[config.mk]
export PLATFORM = sky130hd
export DESIGN_NAME = dmem_port_arbiter
export DESIGN_NICKNAME = d
export VERILOG_FILES = /design/src/rtl/dmem_arb_pkg.sv /design/src/rtl/dmem_rr_arb2.sv /design/src/rtl/dmem_port_arbiter.sv
export SDC_FILE = /design/constraint.sdc
export NUM_CORES = 1
export LEC_CHECK = 0
export CORE_AREA = 2 2 109 111
export CTS_BUF_LIST = sky130_fd_sc_hd__clkbuf_4 sky130_fd_sc_hd__clkbuf_8
export CTS_CLUSTER_DIAMETER = 120
export DETAILED_ROUTE_END_ITERATION = 8
export DIE_AREA = 0 0 111 113
export PLACE_DENSITY = 0.81
export SLEW_MARGIN = 20
export SYNTH_ARGS = -nofsm -noshare
export SYNTH_HDL_FRONTEND = slang
export SYNTH_SLANG_ARGS = --single-unit
[constraint.sdc]
create_clock -name clk -period 9.18 [get_ports clk]
set_input_delay 1.836 -clock clk [delete_from_list [all_inputs] [get_ports clk]]
set_output_delay 1.836 -clock clk [all_outputs]
set_load 0.05 [all_outputs]
[src/rtl/dmem_arb_pkg.sv]
// Shared types for the data-memory port arbiter.
//   state_e      : arbiter FSM states
//   half_kind_e  : how a 2-bit byte-enable pair maps onto one 16-bit RAM half
//   dmem_req_t   : request payload as seen by the arbiter
package dmem_arb_pkg;

  localparam int unsigned DATA_W    = 32;
  localparam int unsigned BE_W      = 4;
  localparam int unsigned PORT_CORE = 0;
  localparam int unsigned PORT_LDR  = 1;

  typedef enum logic [1:0] {
    IDLE   = 2'd0,
    RESP   = 2'd1,
    RMW_WR = 2'd2
  } state_e;

  typedef enum logic [1:0] {
    HALF_NONE    = 2'd0,
    HALF_FULL    = 2'd1,
    HALF_PARTIAL = 2'd2
  } half_kind_e;

  typedef struct packed {
    logic              we;
    logic [DATA_W-1:0] addr;
    logic [DATA_W-1:0] wdata;
    logic [BE_W-1:0]   be;
  } dmem_req_t;

  // A half can be written directly only when both of its bytes are enabled.
  function automatic half_kind_e half_kind(input logic [1:0] be);
    case (be)
      2'b00:   half_kind = HALF_NONE;
      2'b11:   half_kind = HALF_FULL;
      default: half_kind = HALF_PARTIAL;
    endcase
  endfunction

endpackage

[src/rtl/dmem_rr_arb2.sv]
// Two-way arbiter with round-robin or fixed (port 0) priority.
//   clk, rst_n : clock, async active-low reset
//   i_valid    : per-port request valid (already qualified by the caller)
//   i_accept   : a granted request was accepted this cycle
//   o_gnt      : one-hot grant, zero when nothing is valid
//   o_ptr      : port holding priority on the next contested cycle
module dmem_rr_arb2 #(
  parameter int unsigned RR_EN = 1
) (
  input  logic       clk,
  input  logic       rst_n,
  input  logic [1:0] i_valid,
  input  logic       i_accept,
  output logic [1:0] o_gnt,
  output logic       o_ptr
);

  logic r_ptr;

  // Contention goes to the pointer port (round-robin) or always port 0.
  always_comb begin
    o_gnt = i_valid;
    if (i_valid == 2'b11) begin
      o_gnt = ((RR_EN != 0) && r_ptr) ? 2'b10 : 2'b01;
    end
  end

  // After a grant the other port takes priority.
  always_ff @(posedge clk or negedge rst_n) begin
    if (!rst_n) begin
      r_ptr <= 1'b0;
    end else if (i_accept) begin
      r_ptr <= o_gnt[0];
    end
  end

  assign o_ptr = r_ptr;

endmodule

[src/rtl/dmem_port_arbiter.sv]
// Shares the single-port data memory (two 128x16 macros, lo/hi halves) between
// the core LSU (port 0) and the loader/debug port (port 1). Byte/halfword
// stores that split a 16-bit half are done as read-modify-write.
//   clk, rst_n          : clock, async active-low reset
//   reqN_*              : request handshake and payload (N = 0, 1)
//   rspN_valid/rdata    : one-cycle response pulse, load data (0 for stores)
//   ram_cen_n/wen_*_n   : macro chip/write enables, active low
//   ram_addr/ram_d/ram_q: macro word address, write data, read data
module dmem_port_arbiter
  import dmem_arb_pkg::*;
#(
  parameter int unsigned ADDR_W = 7,
  parameter int unsigned RR_EN  = 1
) (
  input  logic              clk,
  input  logic              rst_n,
  input  logic              req0_valid,
  output logic              req0_ready,
  input  logic              req0_we,
  input  logic [31:0]       req0_addr,
  input  logic [31:0]       req0_wdata,
  input  logic [3:0]        req0_be,
  output logic              rsp0_valid,
  output logic [31:0]       rsp0_rdata,
  input  logic              req1_valid,
  output logic              req1_ready,
  input  logic              req1_we,
  input  logic [31:0]       req1_addr,
  input  logic [31:0]       req1_wdata,
  input  logic [3:0]        req1_be,
  output logic              rsp1_valid,
  output logic [31:0]       rsp1_rdata,
  output logic              ram_cen_n,
  output logic              ram_wen_lo_n,
  output logic              ram_wen_hi_n,
  output logic [ADDR_W-1:0] ram_addr,
  output logic [31:0]       ram_d,
  input  logic [31:0]       ram_q
);

  state_e            r_state;
  state_e            w_next;
  logic              r_port;
  logic              r_we;
  logic [ADDR_W-1:0] r_addr;
  logic [31:0]       r_wdata;
  logic [3:0]        r_be;

  logic              w_idle;
  logic [1:0]        w_gnt;
  logic              w_accept;
  logic              w_sel;
  logic              w_rr_ptr;
  dmem_req_t         w_req0;
  dmem_req_t         w_req1;
  dmem_req_t         w_req;
  logic [ADDR_W-1:0] w_req_waddr;
  half_kind_e        w_lo_kind;
  half_kind_e        w_hi_kind;
  logic [31:0]       w_merged;
  logic              w_unused;

  // Ready is gated by rst_n so nothing is accepted while reset is held.
  assign w_idle = (r_state == IDLE) && rst_n;

  dmem_rr_arb2 #(
    .RR_EN(RR_EN)
  ) u_arb (
    .clk     (clk),
    .rst_n   (rst_n),
    .i_valid ({req1_valid, req0_valid} & {2{w_idle}}),
    .i_accept(w_accept),
    .o_gnt   (w_gnt),
    .o_ptr   (w_rr_ptr)
  );

  assign req0_ready = w_gnt[0];
  assign req1_ready = w_gnt[1];
  assign w_accept   = |w_gnt;
  assign w_sel      = w_gnt[1];

  assign w_req0      = {req0_we, req0_addr, req0_wdata, req0_be};
  assign w_req1      = {req1_we, req1_addr, req1_wdata, req1_be};
  assign w_req       = w_sel ? w_req1 : w_req0;
  assign w_req_waddr = w_req.addr[ADDR_W+1:2];
  assign w_lo_kind   = half_kind(w_req.be[1:0]);
  assign w_hi_kind   = half_kind(w_req.be[3:2]);

  // Address bits outside the word index alias and are intentionally dropped.
  assign w_unused = ^{req0_addr[31:ADDR_W+2], req0_addr[1:0],
                      req1_addr[31:ADDR_W+2], req1_addr[1:0], w_rr_ptr};

  // Enabled bytes from the stored request, the rest from the RAM read.
  always_comb begin
    w_merged = ram_q;
    for (int i = 0; i < 4; i++) begin
      if (r_be[i]) begin
        w_merged[8*i +: 8] = r_wdata[8*i +: 8];
      end
    end
  end

  // State register.
  always_ff @(posedge clk or negedge rst_n) begin
    if (!rst_n) begin
      r_state <= IDLE;
    end else begin
      r_state <= w_next;
    end
  end

  // Request context kept for the response and the RMW write-back.
  always_ff @(posedge clk or negedge rst_n) begin
    if (!rst_n) begin
      r_port  <= 1'b0;
      r_we    <= 1'b0;
      r_addr  <= '0;
      r_wdata <= '0;
      r_be    <= '0;
    end else if (w_accept) begin
      r_port  <= w_sel;
      r_we    <= w_req.we;
      r_addr  <= w_req_waddr;
      r_wdata <= w_req.wdata;
      r_be    <= w_req.be;
    end
  end

  // Next state, RAM pin drive and response outputs.
  always_comb begin
    w_next       = r_state;
    ram_cen_n    = 1'b1;
    ram_wen_lo_n = 1'b1;
    ram_wen_hi_n = 1'b1;
    ram_addr     = '0;
    ram_d        = '0;
    rsp0_valid   = 1'b0;
    rsp1_valid   = 1'b0;
    rsp0_rdata   = '0;
    rsp1_rdata   = '0;
    case (r_state)
      IDLE: begin
        if (w_accept) begin
          w_next = RESP;
          if (!w_req.we) begin
            ram_cen_n = 1'b0;
            ram_addr  = w_req_waddr;
          end else if ((w_lo_kind == HALF_PARTIAL) || (w_hi_kind == HALF_PARTIAL)) begin
            // Read the word now; merge and write it back next cycle.
            ram_cen_n = 1'b0;
            ram_addr  = w_req_waddr;
            w_next    = RMW_WR;
          end else if (w_req.be != 4'b0000) begin
            ram_cen_n    = 1'b0;
            ram_addr     = w_req_waddr;
            ram_wen_lo_n = (w_lo_kind != HALF_FULL);
            ram_wen_hi_n = (w_hi_kind != HALF_FULL);
            ram_d        = w_req.wdata;
          end
        end
      end
      RMW_WR: begin
        ram_cen_n    = 1'b0;
        ram_addr     = r_addr;
        ram_wen_lo_n = ~|r_be[1:0];
        ram_wen_hi_n = ~|r_be[3:2];
        ram_d        = w_merged;
        w_next       = RESP;
      end
      RESP: begin
        w_next = IDLE;
        if (r_port) begin
          rsp1_valid = 1'b1;
          rsp1_rdata = r_we ? '0 : ram_q;
        end else begin
          rsp0_valid = 1'b1;
          rsp0_rdata = r_we ? '0 : ram_q;
        end
      end
      default: w_next = IDLE;
    endcase
  end

endmodule

==> summary.md, run 1 <==
| Metric | Value |
|---|---|
| Final Hold Fails | `0` |
| Clk Latency, worst-skew pair | `0.30 ns` |
| Worst Hold Class | `flip-flop to flip-flop` |
| Peak supply drop | `0.000164 V` |
| Dpl cells | `820` |
| Fin util | `0.584` |
| Ys async rst share | `1.00` |
| Vias in the first global route | `4,493` |
| Top delay family on crit path | `buffers and inverters` |
| Final setup skew | `0.00785 ns` |
| CP required | `7.34 ns` |
| # Post-CTS Setup Buffers | `0` |
| Post-synth EDFFs | `0` |
| Top cell by count, worst path | `buf_4` |
| Vias | `4,444` |
| Drt pass-1 iters | `4` |
| Drt wl/cell | `18.2 um` |
| CTS root buf | `clkbuf_8` |
| Power per standard cell area | `190 mW/mm2` |
| Slowest-stage cell, CP | `nor3_4` |
| Startpoint Class | `input pin` |
| Crit path launch | `req0_valid` |
| Fin. max-slew vios | `0` |
| Final std cells w/o fill | `828` |
| Setup TNS | `0 ns` |
| Post-synthesis cell area | `0.00378 mm2` |
| Fin crit share | `0.870` |
| Gr usage total | `0.228` |
| Hold wc startpoint | `u_arb.o_ptr` |
| Slew HR | `0.388` |
| CTS clk-pin slew, worst paths | `0.10 ns` |
| Synth Warn # | `0` |
| Post-detail-place hpwl | `10,900 um` |
| Pre-CTS setup slack | `1.20 ns` |
| Max incr delay on CP | `0.69 ns` |
| CTS tree | `yes` |
| Largest net degree at the start of global routing | `49` |
| CP Max Fanout | `46` |
| Initial Utilization | `0.335` |
| Clk buf depth | `2` |
| Final WS setup | `1.19 ns` |
| Post-DR vias/cell | `5.37` |
| Total routed wirelength | `15,100 um` |
| Pleak | `0.00269 uW` |
| Cells traversed along the worst timing path | `clkdlybuf4s50_1 > nor2b_1 > nand3b_1 > buf_4 > mux2i_1 > ha_1 > nor2_1 > o311ai_1 > nor3_4 > buf_4 > a221o_1 > buf_12` |
| Most frequent cell after synthesis | `nand2_1` |
| Layout Nets | `861` |
| GPL Wtd Cong | `0.835` |
| Layout area overhead | `74.1%` |
| WS Path Type | `input pin to output port` |
| Synth unique cells | `35` |
| Clock sink total | `48` |
| Slew at the pin with the worst max-slew slack | `0.915 ns` |
| Core region area | `0.0113 mm2` |
| Commonest cells in the netlist | `nand2_1 (81), nor2_1 (79), and2_1 (71)` |
| Mapped Cells | `476` |
| Arr. time, crit path | `6.15 ns` |
| CTS Hold Bufs | `0` |
| Synth Area per Inst | `7.94 um2` |
| Max-cap violations | `0` |
| Port Buffers | `233` |
| Crit end category | `output port` |
| ANT cells | `0` |
| RSZ-0062 raised after global routing | `no` |
| Post-route minimum period | `7.99 ns` |
| Initial antenna violation count | `0` |
| Die Width | `111 um` |
| DRC | `0` |
| # setup viols final | `0` |
| CTS Buf Count | `5` |
| Dominant synthesized flop cell | `dfrtp_1` |
| Worst path bufs/invs | `4` |
| Ports | `284` |
| Status | `completed` |
| Synthesized net count | `653` |
| Area of the die | `0.0125 mm2` |
| DRT iter0 DRCs | `291` |
| Worst R2R Start | `r_state[1]` |
| Die height | `113 um` |
| H-tree Lvls | `2` |
| Routed Antenna Nets | `0` |
| Synth Register Bits | `48` |
| Yosys top cell area share | `0.318` |
| Layout cell share with drive strength beyond 1 | `0.0891` |
| Row count | `39` |
| Cts repair resizes | `0` |
| Area contributors post-synth | `dfrtp_1 (32%), and2_1 (12%), a221o_1 (10%), mux2i_1 (9.5%), nand2_1 (8.0%)` |
| Fillers | `994` |
| Remaining Overflow, GRT | `0` |
| Fmax | `125 MHz` |
| Sequential area share after synthesis | `0.318` |
| First-pass GRT wire length | `23,400 um` |
| Yosys top cell by area | `dfrtp_1` |
[worst register-to-register path: cells and delay by family, from the launching register on]
family          cells  cell delay (ns)
buf+inv             1             0.48
mux                 1             0.42
simple gates        4             0.82
fa+ha+maj           1             0.30
flops               1             0.48
compound gates      1             0.23
[per-layer routing]
metal	up-vias	part of all wire	track usage
met5	-	0	0
met4	0	0.020	0.0675
met3	23	0.062	0.0434
li1	2086	-	-
met2	185	0.51	0.408
met1	2150	0.41	0.281
[stage by stage]
step,total power (uW),hold slack (ns),area [um2]
final,1250,0.537,6580
after global routing,1320,0.545,6580
after CTS,1260,0.532,6580
after detailed placement,1120,0.509,6490
after floorplan,824,0.473,3780
after global placement,1100,0.488,6480
[final timing paths]
check                                   end  slack [ns]  cells after the start
worst max-delay path               ram_d[4]        1.19                     12
worst min-delay path            u_arb.o_ptr        0.54                      1
worst max register to register   r_state[0]        6.36                      8
worst min register to register  u_arb.o_ptr        0.54                      1
max in group asynchronous       r_wdata[14]        7.09                      2
min in group asynchronous         r_addr[1]        1.65                      2
[layout make-up]
type	instances	area, um2	share of cell area
clock buffer	5	68.8	0.0105
clock inverter	3	18.8	0.00285
inverter	5	18.8	0.00285
multi-input combinational	385	2400	0.365
sequential	48	1200	0.183
tap	143	179	0.0272
timing repair buffer	239	2690	0.409
[cell usage in the layout, fill, tap and decap left out, drive strengths merged, types with 3 or more instances in the layout]
cell | netlist | layout
nor3b | 5 | 5
a221o | 39 | 39
buf | 22 | 39
o21ai | 4 | 4
nor2 | 81 | 81
clkdlybuf4s50 | 0 | 200
nand2 | 81 | 81
a31oi | 40 | 40
and2 | 71 | 71
nor2b | 5 | 5
mux2i | 36 | 36
ha | 3 | 3
clkinv | 0 | 3
clkbuf | 16 | 5
dfrtp | 48 | 48
mux2 | 6 | 6
inv | 5 | 5
[state kept, by name, indices dropped and copies added, names as in the netlist]
signal,cells
r_wdata,32
r_we,1
r_state,2
r_addr,7
u_arb.o_ptr,1
r_port,1
r_be,4
[power breakdown]
part | total, uW | internal [uW] | switching, uW
Clock | 129 | 53.3 | 75.3
Combinational | 748 | 329 | 419
Sequential | 374 | 293 | 81.5
[logic make-up after synthesis]
group	share of synthesized area
mux	0.113
compound gates	0.188
fa+ha+maj	0.00993
simple gates	0.320
buf+inv	0.0513
flops	0.318
Power figures use the tool's default switching activity.
==> run 2, diff against run 1 <==
--- a/config.mk
+++ b/config.mk
@@ -11,6 +11,7 @@
 export DETAILED_ROUTE_END_ITERATION = 8
 export DIE_AREA = 0 0 111 113
 export PLACE_DENSITY = 0.81
+export SETUP_SLACK_MARGIN = 0.1
 export SLEW_MARGIN = 20
 export SYNTH_ARGS = -nofsm -noshare
 export SYNTH_HDL_FRONTEND = slang
==> results of run 2 <==
Final layout, timing and power as in run 1 (identical DEF).
